File: src/rtl/util_icap_pkg.sv
// util_icap_pkg: shared types and constants for the ICAP sequencer.
// FSM state type, configuration packet words and byte bit-swap helper.
package util_icap_pkg;

  typedef enum logic [2:0] {
    IDLE,
    WR,
    RD_CMD,
    RD_TURN,
    RD_WAIT,
    RD_BACK,
    RD_DESYNC
  } state_e;

  localparam logic [31:0] DUMMY       = 32'hFFFF_FFFF;
  localparam logic [31:0] SYNC        = 32'hAA99_5566;
  localparam logic [31:0] NOOP        = 32'h2000_0000;
  localparam logic [31:0] RD_HDR_BASE = 32'h2800_0001;
  localparam logic [31:0] CMD_WR_HDR  = 32'h3000_8001;
  localparam logic [31:0] DESYNC      = 32'h0000_000D;

  // ROM indices of the last command word and last desync word
  localparam logic [3:0] CMD_LAST    = 4'd5;
  localparam logic [3:0] DESYNC_LAST = 4'd9;

  // Reverse bit order inside every byte (ICAP bus bit ordering)
  function automatic logic [31:0] bit_swap(
    input logic [31:0] x
  );
    logic [31:0] y;
    y = '0;
    for (int b = 0; b < 4; b++) begin
      for (int k = 0; k < 8; k++) begin
        y[8*b+k] = x[8*b+7-k];
      end
    end
    return y;
  endfunction

endpackage

File: src/rtl/util_icap_ctrl_if.sv
// util_icap_ctrl_if: valid/ready bitstream word stream into the sequencer.
// master = word source, slave = util_icap_ctrl.
interface util_icap_ctrl_if;

  logic [31:0] wr_data;
  logic        wr_valid;
  logic        wr_last;
  logic        wr_ready;

  modport master (
    output wr_data,
    output wr_valid,
    output wr_last,
    input  wr_ready
  );

  modport slave (
    input  wr_data,
    input  wr_valid,
    input  wr_last,
    output wr_ready
  );

endinterface

File: src/rtl/util_icap_ctrl.sv
// util_icap_ctrl: sequencer in front of the ICAPE2/ICAPE3 wrapper.
// Ports: clk/rst; wr (stream slave); rd_req/rd_addr -> rd_data/rd_done;
// busy, pr_done, sticky error/err_clr; icap_* to/from the wrapper.
// ICAP-side signals are registered: a word accepted or selected in one
// cycle appears on icap_i with csib=0 the following cycle. wr_ready is
// decoded from the state and gated by AVAIL in the same cycle so that a
// word is only taken while ICAP is available.
module util_icap_ctrl
  import util_icap_pkg::*;
#(
  parameter int C_FAMILY_TYPE = 0,
  parameter int C_BIT_SWAP    = 1,
  parameter int C_READ_WAIT   = 3
) (
  input  logic            clk,
  input  logic            rst,
  util_icap_ctrl_if.slave wr,
  input  logic            rd_req,
  input  logic [4:0]      rd_addr,
  output logic [31:0]     rd_data,
  output logic            rd_done,
  output logic            busy,
  output logic            pr_done,
  output logic            error,
  input  logic            err_clr,
  output logic            icap_csib,
  output logic            icap_rdwrb,
  output logic [31:0]     icap_i,
  input  logic [31:0]     icap_o,
  input  logic            icap_avail,
  input  logic            icap_prdone,
  input  logic            icap_prerror
);

  localparam bit FAM_US = (C_FAMILY_TYPE != 0);
  localparam logic [3:0] WAIT_TC = 4'(C_READ_WAIT);

  function automatic logic [31:0] swz(
    input logic [31:0] x
  );
    return (C_BIT_SWAP != 0) ? bit_swap(x) : x;
  endfunction

  function automatic logic [31:0] seq_rom(
    input logic [3:0] i,
    input logic [4:0] a
  );
    logic [31:0] w;
    case (i)
      4'd0:    w = DUMMY;
      4'd1:    w = SYNC;
      4'd3:    w = RD_HDR_BASE | {14'd0, a, 13'd0};
      4'd6:    w = CMD_WR_HDR;
      4'd7:    w = DESYNC;
      default: w = NOOP;
    endcase
    return w;
  endfunction

  state_e      state_q, state_d;
  logic [3:0]  idx_q, idx_d;
  logic [3:0]  cnt_q, cnt_d;
  logic [4:0]  addr_q, addr_d;
  logic        csib_q, csib_d;
  logic        rdwrb_q, rdwrb_d;
  logic [31:0] word_q, word_d;
  logic [31:0] rdat_q, rdat_d;
  logic        done_q, done_d;
  logic        prd_q, prd_d;
  logic        prp_q, prp_d;
  logic        err_q, err_d;

  logic av;
  logic acc;

  assign av  = FAM_US ? icap_avail : 1'b1;
  assign acc = wr.wr_valid && wr.wr_ready;

  assign wr.wr_ready = (state_q == WR) && av;

  always_comb begin
    state_d = state_q;
    idx_d   = idx_q;
    cnt_d   = cnt_q;
    addr_d  = addr_q;
    csib_d  = 1'b1;
    rdwrb_d = 1'b0;
    word_d  = word_q;
    rdat_d  = rdat_q;
    done_d  = 1'b0;
    unique case (state_q)
      IDLE: begin
        idx_d = '0;
        cnt_d = '0;
        if (rd_req) begin
          addr_d  = rd_addr;
          state_d = RD_CMD;
        end else if (wr.wr_valid) begin
          state_d = WR;
        end
      end
      WR: begin
        if (acc) begin
          csib_d = 1'b0;
          word_d = swz(wr.wr_data);
          if (wr.wr_last) state_d = IDLE;
        end
      end
      RD_CMD: begin
        if (av) begin
          csib_d = 1'b0;
          word_d = swz(seq_rom(idx_q, addr_q));
          idx_d  = idx_q + 4'd1;
          if (idx_q == CMD_LAST) state_d = RD_TURN;
        end
      end
      RD_TURN: begin
        // deselect while flipping to read so RDWRB never moves under csib=0
        rdwrb_d = 1'b1;
        state_d = RD_WAIT;
      end
      RD_WAIT: begin
        csib_d  = 1'b0;
        rdwrb_d = 1'b1;
        if (av) begin
          if (cnt_q == WAIT_TC) begin
            rdat_d  = swz(icap_o);
            csib_d  = 1'b1;
            state_d = RD_BACK;
          end else begin
            cnt_d = cnt_q + 4'd1;
          end
        end
      end
      RD_BACK: begin
        state_d = RD_DESYNC;
      end
      RD_DESYNC: begin
        if (av) begin
          csib_d = 1'b0;
          word_d = swz(seq_rom(idx_q, addr_q));
          idx_d  = idx_q + 4'd1;
          if (idx_q == DESYNC_LAST) begin
            state_d = IDLE;
            done_d  = 1'b1;
          end
        end
      end
      default: state_d = IDLE;
    endcase
  end

  always_comb begin
    prd_d = FAM_US && icap_prdone;
    prp_d = FAM_US && icap_prdone && !prd_q;
    err_d = err_q;
    if (FAM_US && icap_prerror) err_d = 1'b1;
    else if (err_clr)           err_d = 1'b0;
  end

  always_ff @(posedge clk or posedge rst) begin
    if (rst) begin
      state_q <= IDLE;
      idx_q   <= '0;
      cnt_q   <= '0;
      addr_q  <= '0;
      csib_q  <= 1'b1;
      rdwrb_q <= 1'b0;
      word_q  <= '0;
      rdat_q  <= '0;
      done_q  <= 1'b0;
      prd_q   <= 1'b0;
      prp_q   <= 1'b0;
      err_q   <= 1'b0;
    end else begin
      state_q <= state_d;
      idx_q   <= idx_d;
      cnt_q   <= cnt_d;
      addr_q  <= addr_d;
      csib_q  <= csib_d;
      rdwrb_q <= rdwrb_d;
      word_q  <= word_d;
      rdat_q  <= rdat_d;
      done_q  <= done_d;
      prd_q   <= prd_d;
      prp_q   <= prp_d;
      err_q   <= err_d;
    end
  end

  assign icap_csib  = csib_q;
  assign icap_rdwrb = rdwrb_q;
  assign icap_i     = word_q;
  assign rd_data    = rdat_q;
  assign rd_done    = done_q;
  assign busy       = (state_q != IDLE);
  assign pr_done    = prp_q;
  assign error      = err_q;

endmodule
File: src/flat_wrapper.sv
// flat-port wrapper written by rule: the top's interface ports become plain ports
module util_icap_ctrl_flat import util_icap_pkg::*;
#(
  parameter int C_FAMILY_TYPE = 0,
  parameter int C_BIT_SWAP    = 1,
  parameter int C_READ_WAIT   = 3
)
  (clk, rst, rd_req, rd_addr, rd_data, rd_done, busy, pr_done, error, err_clr, icap_csib, icap_rdwrb, icap_i, icap_o, icap_avail, icap_prdone, icap_prerror, wr_wr_data, wr_wr_valid, wr_wr_last, wr_wr_ready);
  util_icap_ctrl_if wr_i ();
  input  logic clk;
  input  logic rst;
  input  logic rd_req;
  input  logic [4:0] rd_addr;
  output logic [31:0] rd_data;
  output logic rd_done;
  output logic busy;
  output logic pr_done;
  output logic error;
  input  logic err_clr;
  output logic icap_csib;
  output logic icap_rdwrb;
  output logic [31:0] icap_i;
  input  logic [31:0] icap_o;
  input  logic icap_avail;
  input  logic icap_prdone;
  input  logic icap_prerror;
  input wire logic [$bits(wr_i.wr_data)-1:0] wr_wr_data;
  input wire logic [$bits(wr_i.wr_valid)-1:0] wr_wr_valid;
  input wire logic [$bits(wr_i.wr_last)-1:0] wr_wr_last;
  output wire logic [$bits(wr_i.wr_ready)-1:0] wr_wr_ready;
  assign wr_i.wr_data = wr_wr_data;
  assign wr_i.wr_valid = wr_wr_valid;
  assign wr_i.wr_last = wr_wr_last;
  assign wr_wr_ready = wr_i.wr_ready;
  util_icap_ctrl #(.C_FAMILY_TYPE(C_FAMILY_TYPE), .C_BIT_SWAP(C_BIT_SWAP), .C_READ_WAIT(C_READ_WAIT)) u_core (.clk(clk), .rst(rst), .wr(wr_i), .rd_req(rd_req), .rd_addr(rd_addr), .rd_data(rd_data), .rd_done(rd_done), .busy(busy), .pr_done(pr_done), .error(error), .err_clr(err_clr), .icap_csib(icap_csib), .icap_rdwrb(icap_rdwrb), .icap_i(icap_i), .icap_o(icap_o), .icap_avail(icap_avail), .icap_prdone(icap_prdone), .icap_prerror(icap_prerror));
endmodule
File: config.mk
export PLATFORM = sky130hd
export DESIGN_NAME = util_icap_ctrl_flat
export DESIGN_NICKNAME = d
export VERILOG_FILES = /design/src/rtl/util_icap_pkg.sv /design/src/rtl/util_icap_ctrl_if.sv /design/src/rtl/util_icap_ctrl.sv /design/src/flat_wrapper.sv
export SDC_FILE = /design/constraint.sdc
export NUM_CORES = 1
export LEC_CHECK = 0
export CAP_MARGIN = 20
export CORE_MARGIN = 2
export CORE_UTILIZATION = 36
export DETAILED_ROUTE_END_ITERATION = 6
export GPL_ROUTABILITY_DRIVEN = 1
export HOLD_SLACK_MARGIN = 0.15
export PLACE_DENSITY = 0.79
export SYNTH_ARGS = -nofsm -noshare
export SYNTH_HDL_FRONTEND = slang
export SYNTH_SLANG_ARGS = --single-unit
export TNS_END_PERCENT = 5
File: constraint.sdc
create_clock -name clk -period 3.09 [get_ports clk]
set_input_delay 0.4635 -clock clk [delete_from_list [all_inputs] [get_ports clk]]
set_output_delay 0.4635 -clock clk [all_outputs]
set_load 0.02 [all_outputs]
==> results.md <==
* Final WS setup at 0.582 ns
* Sequential fraction of the synthesis area at 55.3%
* CTS Buffer Depth at 2
* Area leader, netlist: dfrtp_1
* Synth-to-layout area growth at 47.4%
* Post-DP HPWL at 6930 um
* Pre-CTS WS at 0.879 ns
* Worst path depth at 2
* Post-CTS Resized at 0
* Peak supply drop at 458 uV
* Total GRT Usage at 17.8%
* Post-Route WL at 9770 um
* YS warnings at 0
* Placed cells at 585
* Number of buffers added on ports at 142
* Mapped Area at 3760 um2
* Vias at 3081
* Worst R2R End: u_core.icap_i[14]
* Chip width at 106 um
* TritonCTS clock tree: yes
* Fin crit period at 2.51 ns
* Slew Viols, Final at 0
* Vias in the first global route at 3244
* Io pins at 149
* Setup crit start: u_core.state_q[2]
* Wire per inst at 16.3 um
* Post-synthesis register bit count at 83
* Core ar. at 10200 um2
* Reg-to-reg slack, setup at 0.98 ns
* H-tree depth at 3
* Initial core utilization at 36.7%
* Placement Rows at 37
* # diodes at 0
* Critical Path AT at 2.04 ns
* Unrepaired setup endpoints after global routing: false
* # nets final at 543
* Fraction of registers with async set/reset at 100%
* Layout Skew at 0.0103 ns
* DRC viols at 0
* Antenna violation net count after detailed routing at 0
* Number of synthesized flops with an enable pin at 0
* Vias/cell at 5.13
* Synth top area cells: dfrtp_1 55%, mux2_2 12%, nor3_1 3.9%
* Worst-skew pair later-pin latency at 0.35 ns
* CP Max Fanout at 17
* WP buf/inv at 1
* Power consumption at 6.13 mW
* Final TNS setup at 0 ns
* Final Non-Filler Cells at 601
* R2r startpoint: u_core.state_q[0]
* Ys flop type: dfrtp_1
* LEAKAGE at 2.28 nW
* Worst hold endpoint: u_core.rd_data[0]
* Worst slew pin tran at 0.877 ns
* Worst setup SP type: register
* Status: completed
* Commonest cells post-synth: 82 x dfrtp_1, 40 x mux2_2, 36 x nand2_1
* CP peak stage delay at 0.60 ns
* Crit end category: output port
* Final setup fails at 0
* Worst Min Path Start: u_core.rd_data[0]
* PwrDens at 1110 nW/um2
* Die footprint at 11300 um2
* Required @ worst endpoint at 2.63 ns
* CP max stage cell: clkdlybuf4s50_1
* Drt initial violations at 200
* Worst rel slew slack at 41.4%
* WHS Path Cells at 1
* Initial antenna violation count at 0
* Total grt overflow at 0
* Root buffer cell: clkbuf_8
* Placed Area at 5290 um2
* Yosys cell types at 54
* Share of cells above drive strength 1 at 16.6%
* Pin count of the biggest net entering global routing at 52
* Tcrit/Tclk final at 81.2%
* CP Cell Sequence: or3_1, clkdlybuf4s50_1
* Count leader, synth: dfrtp_1
* First-pass DRT Iterations at 4
* Top-area cell type share of the netlist area at 54.6%
* Fmax at 399 MHz
* Total CTS buffers at 9
* Clk sinks at 83
* Syn_area_per_cell at 11.5 um2
* Hold Vio Cnt, Final at 0
* CTS Hold Buffers Added at 0
* Max-Cap Viols at 0
* Die Ht at 106 um
* GP Congestion at 0.822
* Finished Cell Area at 5540 um2
* Setup bufs post-CTS at 0
* Mapped Cells at 328
* Hold crit path type: reg2reg
* # fillers at 908
* Kind of critical path: reg2out
* Reg2Reg Depth at 4
* First-pass GRT wire length at 16000 um
* CP delay by family, top: buffers and inverters
* Worst-path clk slew at 0.09 ns
[how the worst max path moves through the flow]
stage | slack, ns | end
detailed placement | 0.88 | u_core.icap_i[8]
global route | 0.51 | busy
CTS | 0.56 | busy
floorplan | 0.49 | u_core.addr_q[0]
finish | 0.58 | busy
global placement | 0.91 | u_core.icap_i[8]
[through the flow]
| step | util, % | hold slack (ns) |
|---|---|---|
| after CTS | 54.1 | 0.512 |
| final | 54.1 | 0.508 |
| after detailed placement | 51.7 | 0.492 |
| after global routing | 54.1 | 0.534 |
| after global placement | 51.7 | 0.486 |
| after floorplan | - | 0.468 |
[where the power goes]
part / switching (mW) / internal [mW] / leakage (nW) / total [mW]
registers: 0.383 / 1.63 / 0.985 / 2.01
clock network: 0.431 / 0.551 / 0.127 / 0.983
logic: 1.61 / 1.53 / 1.17 / 3.14
total: 2.42 / 3.71 / 2.28 / 6.13
[registers in the layout, summed over array words and instances, names as in the netlist]
name	flops
u_core.icap_rdwrb	1
u_core.rd_data	32
u_core.state_q	3
u_core.icap_i	32
u_core.rd_done	1
u_core.addr_q	5
u_core.idx_q	4
u_core.icap_csib	1
u_core.cnt_q	4
[layout by cell type, fill, tap and decap left out, types with 2 or more instances in the layout]
cell,n
clkdlybuf4s50_1,142
dfrtp_1,82
mux2_2,40
nand2_1,36
nor3_1,29
a31oi_1,23
clkbuf_8,9
inv_1,7
buf_4,6
nor2_1,5
mux2i_1,5
o21ai_0,5
ha_1,5
nor2b_1,4
nand3_1,4
a41oi_1,4
nor3b_1,3
a22o_1,3
inv_6,3
bufinv_16,3
nand2b_1,2
or2_2,2
o31ai_1,2
o21ai_1,2
nand4_1,2
a21oi_1,2
a22oi_1,2
conb_1,2
[routing by layer]
metal	wire (um)	vias to the layer above	global-route usage (%)
li1	-	1439	-
met1	4260	1501	22.9
met2	4640	126	29.3
met3	691	15	4.29
met4	179	0	6.48
met5	0	-	0
[final cells by class]
class,instances,area (um2),share of cell area [%]
Tap cell,136,170,3.07
Clock inverter,7,128,2.30
Inverter,8,31.3,0.565
Multi-Input combinational cell,209,1520,27.5
Sequential cell,83,2080,37.5
Clock buffer,9,124,2.24
Timing Repair Buffer,149,1490,26.8
[logic make-up (layout without fill, tap and decap cells)]
kind of cell | Yosys count | after routing | synth area share (%)
buffers and inverters | 37 | 173 | 4.76
AND/OR/NAND/NOR | 103 | 103 | 14.9
multiplexers | 45 | 45 | 13.3
AO/OA/AOI/OAI | 54 | 54 | 9.99
flip-flops | 83 | 83 | 55.3
other | 1 | 2 | 0.0998
adder cells (fa/ha/maj) | 5 | 5 | 1.67
Note: power is estimated with default switching activity, not from simulation.
